## src/rtl/spi_master_if.sv

```systemverilog
// Command/data handshake between the local bus controller and spi_master.
// The controller drives the master modport; spi_master uses the slave modport.
interface spi_master_if;
  logic       cmd_vld;
  logic       cmd_rdy;
  logic       cmd_rd;
  logic [7:0] cmd_addr;
  logic [7:0] cmd_len;
  logic [7:0] tx_dat;
  logic       tx_ack;
  logic [7:0] rx_dat;
  logic       rx_vld;
  logic       busy;

  modport master (
    output cmd_vld, cmd_rd, cmd_addr, cmd_len, tx_dat,
    input  cmd_rdy, tx_ack, rx_dat, rx_vld, busy
  );

  modport slave (
    input  cmd_vld, cmd_rd, cmd_addr, cmd_len, tx_dat,
    output cmd_rdy, tx_ack, rx_dat, rx_vld, busy
  );
endinterface

```

## src/rtl/spi_master.sv

```systemverilog
// Oversampled SPI initiator (CPOL=1/CPHA=1): op byte, address byte, then
// cmd_len+1 data bytes per command, all outputs registered.
module spi_master #(
  parameter int CLK_DIV = 4,
  parameter int CS_LEAD = 4,
  parameter int CS_GAP  = 8
) (
  input  logic        clk,
  input  logic        rst_n,
  spi_master_if.slave bus,
  output logic        CSn,
  output logic        SCLK,
  output logic        MOSI,
  input  logic        MISO
);
  localparam logic [7:0] OP_WR   = 8'h3c;
  localparam logic [7:0] OP_RD   = 8'h5b;
  localparam logic [7:0] DIV_LD  = 8'(CLK_DIV - 1);
  localparam logic [7:0] LEAD_LD = 8'(CS_LEAD - 1);
  localparam logic [7:0] GAP_LD  = 8'(CS_GAP - 1);

  typedef enum logic [2:0] {IDLE, LEAD, SHIFT, TRAIL, GAP} state_t;

  state_t     state_q;
  logic [7:0] div_q;
  logic [2:0] bit_q;
  logic [8:0] byte_q;
  logic [7:0] tx_sh_q;
  logic [7:0] rx_sh_q;
  logic [7:0] addr_q;
  logic [7:0] len_q;
  logic       rd_q;
  logic       csn_q;
  logic       sclk_q;
  logic       mosi_q;
  logic       rdy_q;
  logic       busy_q;
  logic       ack_q;
  logic       rxv_q;
  logic [7:0] rx_dat_q;
  logic       rx_pend_q;

  logic [7:0] op_d;
  logic [8:0] nbyte_d;
  logic       cur_data_d;
  logic       nxt_data_d;
  logic [7:0] nxt_dat_d;

  // byte_q counts remaining bytes after the current one: op = len+2, addr = len+1
  always_comb begin
    op_d       = rd_q ? OP_RD : OP_WR;
    nbyte_d    = byte_q - 9'd1;
    cur_data_d = (byte_q <= {1'b0, len_q});
    nxt_data_d = (nbyte_d <= {1'b0, len_q});
    if (!nxt_data_d)  nxt_dat_d = addr_q;
    else if (rd_q)    nxt_dat_d = 8'hff;
    else              nxt_dat_d = bus.tx_dat;
  end

  always_ff @(posedge clk or negedge rst_n) begin
    if (!rst_n) begin
      state_q   <= IDLE;
      div_q     <= 8'd0;
      bit_q     <= 3'd0;
      byte_q    <= 9'd0;
      tx_sh_q   <= 8'hff;
      rx_sh_q   <= 8'h00;
      addr_q    <= 8'h00;
      len_q     <= 8'h00;
      rd_q      <= 1'b0;
      csn_q     <= 1'b1;
      sclk_q    <= 1'b1;
      mosi_q    <= 1'b1;
      rdy_q     <= 1'b1;
      busy_q    <= 1'b0;
      ack_q     <= 1'b0;
      rxv_q     <= 1'b0;
      rx_dat_q  <= 8'h00;
      rx_pend_q <= 1'b0;
    end else begin
      ack_q     <= 1'b0;
      rxv_q     <= 1'b0;
      rx_pend_q <= 1'b0;
      if (rx_pend_q) begin
        rx_dat_q <= rx_sh_q;
        rxv_q    <= 1'b1;
      end
      case (state_q)
        IDLE: begin
          if (bus.cmd_vld && rdy_q) begin
            rd_q    <= bus.cmd_rd;
            addr_q  <= bus.cmd_addr;
            len_q   <= bus.cmd_len;
            byte_q  <= {1'b0, bus.cmd_len} + 9'd2;
            rdy_q   <= 1'b0;
            busy_q  <= 1'b1;
            csn_q   <= 1'b0;
            div_q   <= LEAD_LD;
            state_q <= LEAD;
          end
        end
        LEAD: begin
          if (div_q == 8'd0) begin
            sclk_q  <= 1'b0;
            mosi_q  <= op_d[7];
            tx_sh_q <= {op_d[6:0], 1'b1};
            bit_q   <= 3'd0;
            div_q   <= DIV_LD;
            state_q <= SHIFT;
          end else begin
            div_q <= div_q - 8'd1;
          end
        end
        SHIFT: begin
          if (div_q != 8'd0) begin
            div_q <= div_q - 8'd1;
          end else if (!sclk_q) begin
            sclk_q  <= 1'b1;
            rx_sh_q <= {rx_sh_q[6:0], MISO};
            div_q   <= DIV_LD;
            if (bit_q == 3'd7 && cur_data_d && rd_q) rx_pend_q <= 1'b1;
          end else begin
            // end of a full bit period: next bit, next byte, or finish
            div_q <= DIV_LD;
            if (bit_q != 3'd7) begin
              sclk_q  <= 1'b0;
              mosi_q  <= tx_sh_q[7];
              tx_sh_q <= {tx_sh_q[6:0], 1'b1};
              bit_q   <= bit_q + 3'd1;
            end else if (byte_q == 9'd0) begin
              state_q <= TRAIL;
            end else begin
              sclk_q  <= 1'b0;
              byte_q  <= nbyte_d;
              bit_q   <= 3'd0;
              mosi_q  <= nxt_dat_d[7];
              tx_sh_q <= {nxt_dat_d[6:0], 1'b1};
              if (nxt_data_d && !rd_q) ack_q <= 1'b1;
            end
          end
        end
        TRAIL: begin
          if (div_q == 8'd0) begin
            csn_q   <= 1'b1;
            mosi_q  <= 1'b1;
            div_q   <= GAP_LD;
            state_q <= GAP;
          end else begin
            div_q <= div_q - 8'd1;
          end
        end
        GAP: begin
          if (div_q == 8'd0) begin
            busy_q  <= 1'b0;
            rdy_q   <= 1'b1;
            state_q <= IDLE;
          end else begin
            div_q <= div_q - 8'd1;
          end
        end
        default: state_q <= IDLE;
      endcase
    end
  end

  assign bus.cmd_rdy = rdy_q;
  assign bus.busy    = busy_q;
  assign bus.tx_ack  = ack_q;
  assign bus.rx_vld  = rxv_q;
  assign bus.rx_dat  = rx_dat_q;
  assign CSn         = csn_q;
  assign SCLK        = sclk_q;
  assign MOSI        = mosi_q;
endmodule

```

## src/flat_wrapper.sv

```systemverilog
// flat-port wrapper written by rule: the top's interface ports become plain ports
module spi_master_flat 
#(
  parameter int CLK_DIV = 4,
  parameter int CS_LEAD = 4,
  parameter int CS_GAP  = 8
)
  (clk, rst_n, CSn, SCLK, MOSI, MISO, bus_cmd_vld, bus_cmd_rd, bus_cmd_addr, bus_cmd_len, bus_tx_dat, bus_cmd_rdy, bus_tx_ack, bus_rx_dat, bus_rx_vld, bus_busy);
  spi_master_if bus_i ();
  input  logic clk;
  input  logic rst_n;
  output logic CSn;
  output logic SCLK;
  output logic MOSI;
  input  logic MISO;
  input wire logic [$bits(bus_i.cmd_vld)-1:0] bus_cmd_vld;
  input wire logic [$bits(bus_i.cmd_rd)-1:0] bus_cmd_rd;
  input wire logic [$bits(bus_i.cmd_addr)-1:0] bus_cmd_addr;
  input wire logic [$bits(bus_i.cmd_len)-1:0] bus_cmd_len;
  input wire logic [$bits(bus_i.tx_dat)-1:0] bus_tx_dat;
  output wire logic [$bits(bus_i.cmd_rdy)-1:0] bus_cmd_rdy;
  output wire logic [$bits(bus_i.tx_ack)-1:0] bus_tx_ack;
  output wire logic [$bits(bus_i.rx_dat)-1:0] bus_rx_dat;
  output wire logic [$bits(bus_i.rx_vld)-1:0] bus_rx_vld;
  output wire logic [$bits(bus_i.busy)-1:0] bus_busy;
  assign bus_i.cmd_vld = bus_cmd_vld;
  assign bus_i.cmd_rd = bus_cmd_rd;
  assign bus_i.cmd_addr = bus_cmd_addr;
  assign bus_i.cmd_len = bus_cmd_len;
  assign bus_i.tx_dat = bus_tx_dat;
  assign bus_cmd_rdy = bus_i.cmd_rdy;
  assign bus_tx_ack = bus_i.tx_ack;
  assign bus_rx_dat = bus_i.rx_dat;
  assign bus_rx_vld = bus_i.rx_vld;
  assign bus_busy = bus_i.busy;
  spi_master #(.CLK_DIV(CLK_DIV), .CS_LEAD(CS_LEAD), .CS_GAP(CS_GAP)) u_core (.clk(clk), .rst_n(rst_n), .bus(bus_i), .CSn(CSn), .SCLK(SCLK), .MOSI(MOSI), .MISO(MISO));
endmodule
```

## config.mk

```make
export PLATFORM = sky130hd
export DESIGN_NAME = spi_master_flat
export DESIGN_NICKNAME = d
export VERILOG_FILES = /design/src/rtl/spi_master_if.sv /design/src/rtl/spi_master.sv /design/src/flat_wrapper.sv
export SDC_FILE = /design/constraint.sdc
export NUM_CORES = 1
export LEC_CHECK = 0
export CAP_MARGIN = 20
export CORE_UTILIZATION = 57
export DETAILED_ROUTE_END_ITERATION = 6
export GPL_ROUTABILITY_DRIVEN = 0
export PLACE_DENSITY = 0.8
export SKIP_CTS_REPAIR_TIMING = 1
export SLEW_MARGIN = 20
export SYNTH_ARGS = -nofsm -noshare
export SYNTH_HDL_FRONTEND = slang
export SYNTH_SLANG_ARGS = --single-unit
```

## constraint.sdc

```tcl
create_clock -name clk -period 3.5 [get_ports clk]
set_input_delay 0.35 -clock clk [delete_from_list [all_inputs] [get_ports clk]]
set_output_delay 0.35 -clock clk [all_outputs]
set_load 0.01 [all_outputs]
```

## Word level (Yosys, flattened, before mapping)

Cells that the tools add are included.

- Flip-flop bits (word level): 72
- Input port bits: 29
- Logic and storage cells: 132
- Memory bits (read-only): 0
- Output and inout port bits: 15
- Memories kept: 0
- RAM bits: 0
- Latch bits: 0

- Mux-type cells: 64
- Reduce and logical (&&, ||, !) cells: 25
- Multipliers: 0
- Order comparisons: 2
- Shifts and indexed selects: 0
- Divide/modulo/power cells: 0
- Bitwise logic cells: 2
- Add/subtract/negate cells: 4
- Equality and inequality tests: 17

Operators by type and width:

| operator | number |
|---|---|
| 8-bit 2-to-1 mux | 12 |
| 9-bit 2-to-1 mux | 5 |
| 8-bit case mux with 5 select lines | 1 |
| 3-bit 2-to-1 mux | 12 |
| 1-bit 2-to-1 mux | 24 |
| 9-bit by 8-bit <= comparator with 1-bit output | 2 |
| 9-bit case mux with 2 select lines | 1 |
| 8-bit case mux with 2 select lines | 1 |
| 3-bit case mux with 5 select lines | 1 |
| 3-bit AND reduction | 5 |
| 2-bit by 1-bit != test with 1-bit output, second input constant | 6 |
| 6-bit AND reduction | 2 |
| 8-bit by 2-bit adder with 9-bit output, second input constant | 1 |
| 9-bit logical NOT | 1 |
| 9-bit by 1-bit subtractor with 9-bit output, second input constant | 1 |
| 8-bit logical NOT | 1 |
| 2-bit != test, second input constant | 4 |
| 1-bit case mux with 2 select lines | 4 |
| 8-bit AND reduction | 1 |
| 2-bit nonzero test | 4 |
| 8-bit nonzero test | 1 |
| 8-bit by 1-bit subtractor with 8-bit output, second input constant | 1 |
| 7-bit 2-to-1 mux | 1 |
| 3-bit by 2-bit == test with 1-bit output, second input constant | 2 |
| 15 further kinds | 20 |

## Longest topological paths before layout

- Depth after elaboration: 9
- Mapped depth: 12
- Depth with buffers taken out: 12

## Worst setup path before layout

Ideal clock, no wire load.

- Path kind: reg2reg
- From: reg u_core.byte_q[2]
- To: reg u_core.mosi_q (netlist: u_core.MOSI)
- Buffers on the path: 0
- Setup slack: 0.558 ns
- Setup time: 0.083 ns
- Period minus slack after synthesis: 2.942 ns
- Data arrival time: 2.859 ns
- Required time: 3.417 ns
- Cell stages (with the launch flop): 12
- Cells stage by stage: dfrtp_1 -> nor3_1 -> nand3_1 -> or3_1 -> xnor2_1 -> ha_1 -> nand2_1 -> or4_1 -> o211a_1 -> nor2_4 -> o221ai_1 -> a41oi_1

- Word-level cells in the longest chain between the ends: 8
- Elaborated cells between the ends (all ways): 11
- Classes of those cells: add/sub (1); order compare (1); eq/ne (1); mux (6); reduce/logical (2)

RTL lines:

| what | RTL line | source |
|---|---|---|
| start: declaration | spi_master.sv:27 | `logic [8:0] byte_q;` |
| start signal: assignment | spi_master.sv:94 | `byte_q <= {1'b0, bus.cmd_len} + 9'd2;` |
| start signal: assignment | spi_master.sv:134 | `byte_q <= nbyte_d;` |
| 9-bit by 1-bit subtractor with 9-bit output | spi_master.sv:52 | `nbyte_d = byte_q - 9'd1;` |
| 9-bit by 8-bit <= comparator with 1-bit output | spi_master.sv:54 | `nxt_data_d = (nbyte_d <= {1'b0, len_q});` |
| 8-bit 2-to-1 mux | spi_master.sv:55 | `if (!nxt_data_d) nxt_dat_d = addr_q;` |
| 1-bit 2-to-1 mux | spi_master.sv:130 | `end else if (byte_q == 9'd0) begin` |
| 1-bit 2-to-1 mux | spi_master.sv:125 | `if (bit_q != 3'd7) begin` |
| 1-bit 2-to-1 mux | spi_master.sv:117 | `end else if (!sclk_q) begin` |
| 1-bit 2-to-1 mux | spi_master.sv:115 | `if (div_q != 8'd0) begin` |
| 1-bit case mux with 3 select lines | spi_master.sv:88 | `case (state_q)` |
| end signal: assignment | spi_master.sv:105 | `mosi_q <= op_d[7];` |
| end signal: assignment | spi_master.sv:127 | `mosi_q <= tx_sh_q[7];` |
| end signal: assignment | spi_master.sv:136 | `mosi_q <= nxt_dat_d[7];` |
| end: declaration | spi_master.sv:35 | `logic mosi_q;` |

Several ways; a longest one is shown, not always the timed one. The select of a mux whose other input is x is not followed.
A chain may end at the register's enable or synchronous reset.

## Worst setup path after layout

Ends and elaborated chain as after synthesis.

==> flow_summary.yaml <==
cells_and_area:
  final_cells: 556
  area_growth_pct: 17.6
  mostFrequentLayoutCells: "dfrtp_1 (60), clkdlybuf4s50_1 (42), nand2_1 (39)"
  n_antenna_cell: 0
  layout_commonest_cell: "dfrtp_1"
  fin_util: 0.700
  drive_gt1_frac: 0.148
  nNetsFinal: 506
sta:
  drv_slew: 0
  fin_crit_ps: 3320
  finalHoldViolCount: 0
  timing.hold.ws_ps: 7.20
  fmax_mhz: 301
  finalSetupViolCount: 0
  fin_skew_ps: 17.4
  setup-tns-final_ps: 0
  rsz0062_at_grt: "false"
  worst_slew_pin_slew_ps: 641
  period_share: 0.948
  timing.slew.headroom: 0.570
synth:
  synth-edff-count: 0
  synth-seq-cells: 71
  synth_fp_nets: 466
  avgSynthCellArea_um2: 9.86
  ys.warnings.count: 0
  synthArstFlopShare: 1.00
  netlist_area_um2: 4090
  syn_inst: 415
  ys.flop_type: "dfrtp_1"
  synth_cell_types: 57
  yosysSeqAreaShare: 0.438
global_route:
  track_usage: 0.263
  grt_pass1_vias: 3173
  grt_start_max_net_pins: 50
  grt_pass1_wl_mm: 15.3
  grt_antenna_before_repair: 0
  grt_overflow_total: 0
clock_tree:
  clock_path_buffers: 2
  cts_buffers: 9
  clk_latency_ps: 350
  clkSlewWorstSetupHoldPaths_ps: 90
  numClockSinks: 71
  cts.htree.levels: 3
  cts_tree: "yes"
  cts-root-buf: "clkbuf_8"
placed_design:
  port_buffers: 43
  dp_hpwl_mm: 6.34
  place_inst: 540
setup_path:
  crit_path_max_incr_delay_ps: 460
  cp_cell_sequence: "nor3_1, nand3_1, or3_1, xnor2_1, ha_1, nand2_1, or4_1, o211a_1, nor2_4, o221ai_1, a41oi_1"
  endpoint_kind: "register"
  start_kind: "register"
  critical_path.max_fanout: 10
  crit_slowest_cell: "dfrtp_1"
  arrival_ps: 3580
  worstPathRequired_ps: 3760
  crit_type: "reg -> reg"
route:
  wire_per_inst_um: 16.6
  drtAntennaViolNets: 0
  vias: 3310
  drtIter0Drc: 181
  drc: 0
  viasPerCell: 5.95
  wl_mm: 9.20
  drt_first_pass_iters: 5
pwr:
  power.density_nw_per_um2: 822
  total_leakage_power_uw: 0.00208
  power_uw: 3960
  peakVddDrop_mv: 0.415
die:
  fp.coreArea_um2: 6870
  die_area_um2: 7520
  die_h_um: 86.7
  rows: 30
  num_io_pins: 44
  initial_utilization: 0.595
  die_w_um: 86.7
status:
  status: "complete, no violations"
run:
  drv_cap: 0
min_path:
  hp-class: "in -> async"
==> sequential cells by signal, indices dropped and copies added (netlist names), 3 cells and up <==
name and count:
u_core.addr_q 8, u_core.bit_q 3, u_core.bus.rx_dat 8, u_core.byte_q 9, u_core.div_q 8, u_core.len_q 8, u_core.rx_sh_q 8, u_core.state_q 3
u_core.tx_sh_q 7
==> final timing paths <==
check                      slack (ps)                              to  cells past startpoint                      startpoint
max                               180         u_core.MOSI$_DFFE_PN1P_                     11    u_core.byte_q[2]$_DFFE_PN0P_
min                                 7     u_core.bus.busy$_DFFE_PN0P_                      1                           rst_n
max reg2reg                       180         u_core.MOSI$_DFFE_PN1P_                     11    u_core.byte_q[2]$_DFFE_PN0P_
min reg2reg                       490  u_core.bus.cmd_rdy$_DFFE_PN1P_                      2  u_core.bus.cmd_rdy$_DFFE_PN1P_
max in group asynchronous        2760   u_core.tx_sh_q[7]$_DFFE_PN1P_                      2                           rst_n
min in group clk                  490  u_core.bus.cmd_rdy$_DFFE_PN1P_                      2  u_core.bus.cmd_rdy$_DFFE_PN1P_
==> synth_stat cells, types with 7 or more instances <==
cell type  count  area [um^2]
nor3_1         8         40.0
inv_1         25         93.8
o21ai_0       38          190
clkbuf_1       8         30.0
dfstp_2       11          289
a21oi_1       23          115
nand3_1       13         65.1
or3_1          8         50.1
ha_1          22          275
mux2_2        25          282
nor2_1        25         93.8
nand2_1       39          146
xnor2_1        7         61.3
buf_2          7         35.0
dfrtp_1       60         1500
==> worst max-delay path, delay by kind of cell (launching register included) <==
kind | cells | cell delay, ps
and+or+nand+nor | 6 | 1690
AOI/OAI and AO/OA | 3 | 630
DFF | 1 | 460
adders and majority gates | 1 | 300
xor gates and xnor gates | 1 | 160
==> logic make-up after synthesis <==
family	share of synthesized area
simple gates	0.158
buf+inv	0.0499
flops	0.438
xor+xnor	0.0297
mux	0.0811
fa+ha+maj	0.0697
compound gates	0.174
==> layout make-up <==
type,count,area (um^2)
fillers,518,2060
repair buffers,48,465
well taps,96,120
flip-flops and latches,71,1790
multi-input cells,300,2100
inverters,25,93.8
clock buffers,9,124
clock inverters,7,121
==> report_power, final <==
group	switching [uW]	internal [uW]
combinational	1030	723
sequential	274	1110
clock	338	476
==> stage by stage <==
stage	instance area [um^2]	setup WS, ps
2_1_floorplan	4090	558
3_3_place_gp	4560	353
3_5_place_dp	4560	270
4_1_cts	4810	231
5_1_grt	4810	25.0
6_report	4810	181
==> metal layers <==
metal	wire length, um	global-route usage
met1	4120	0.352
met2	4500	0.438
met3	467	0.0410
met4	113	0.0924
met5	0	0
(Power assumes the default switching activity.)
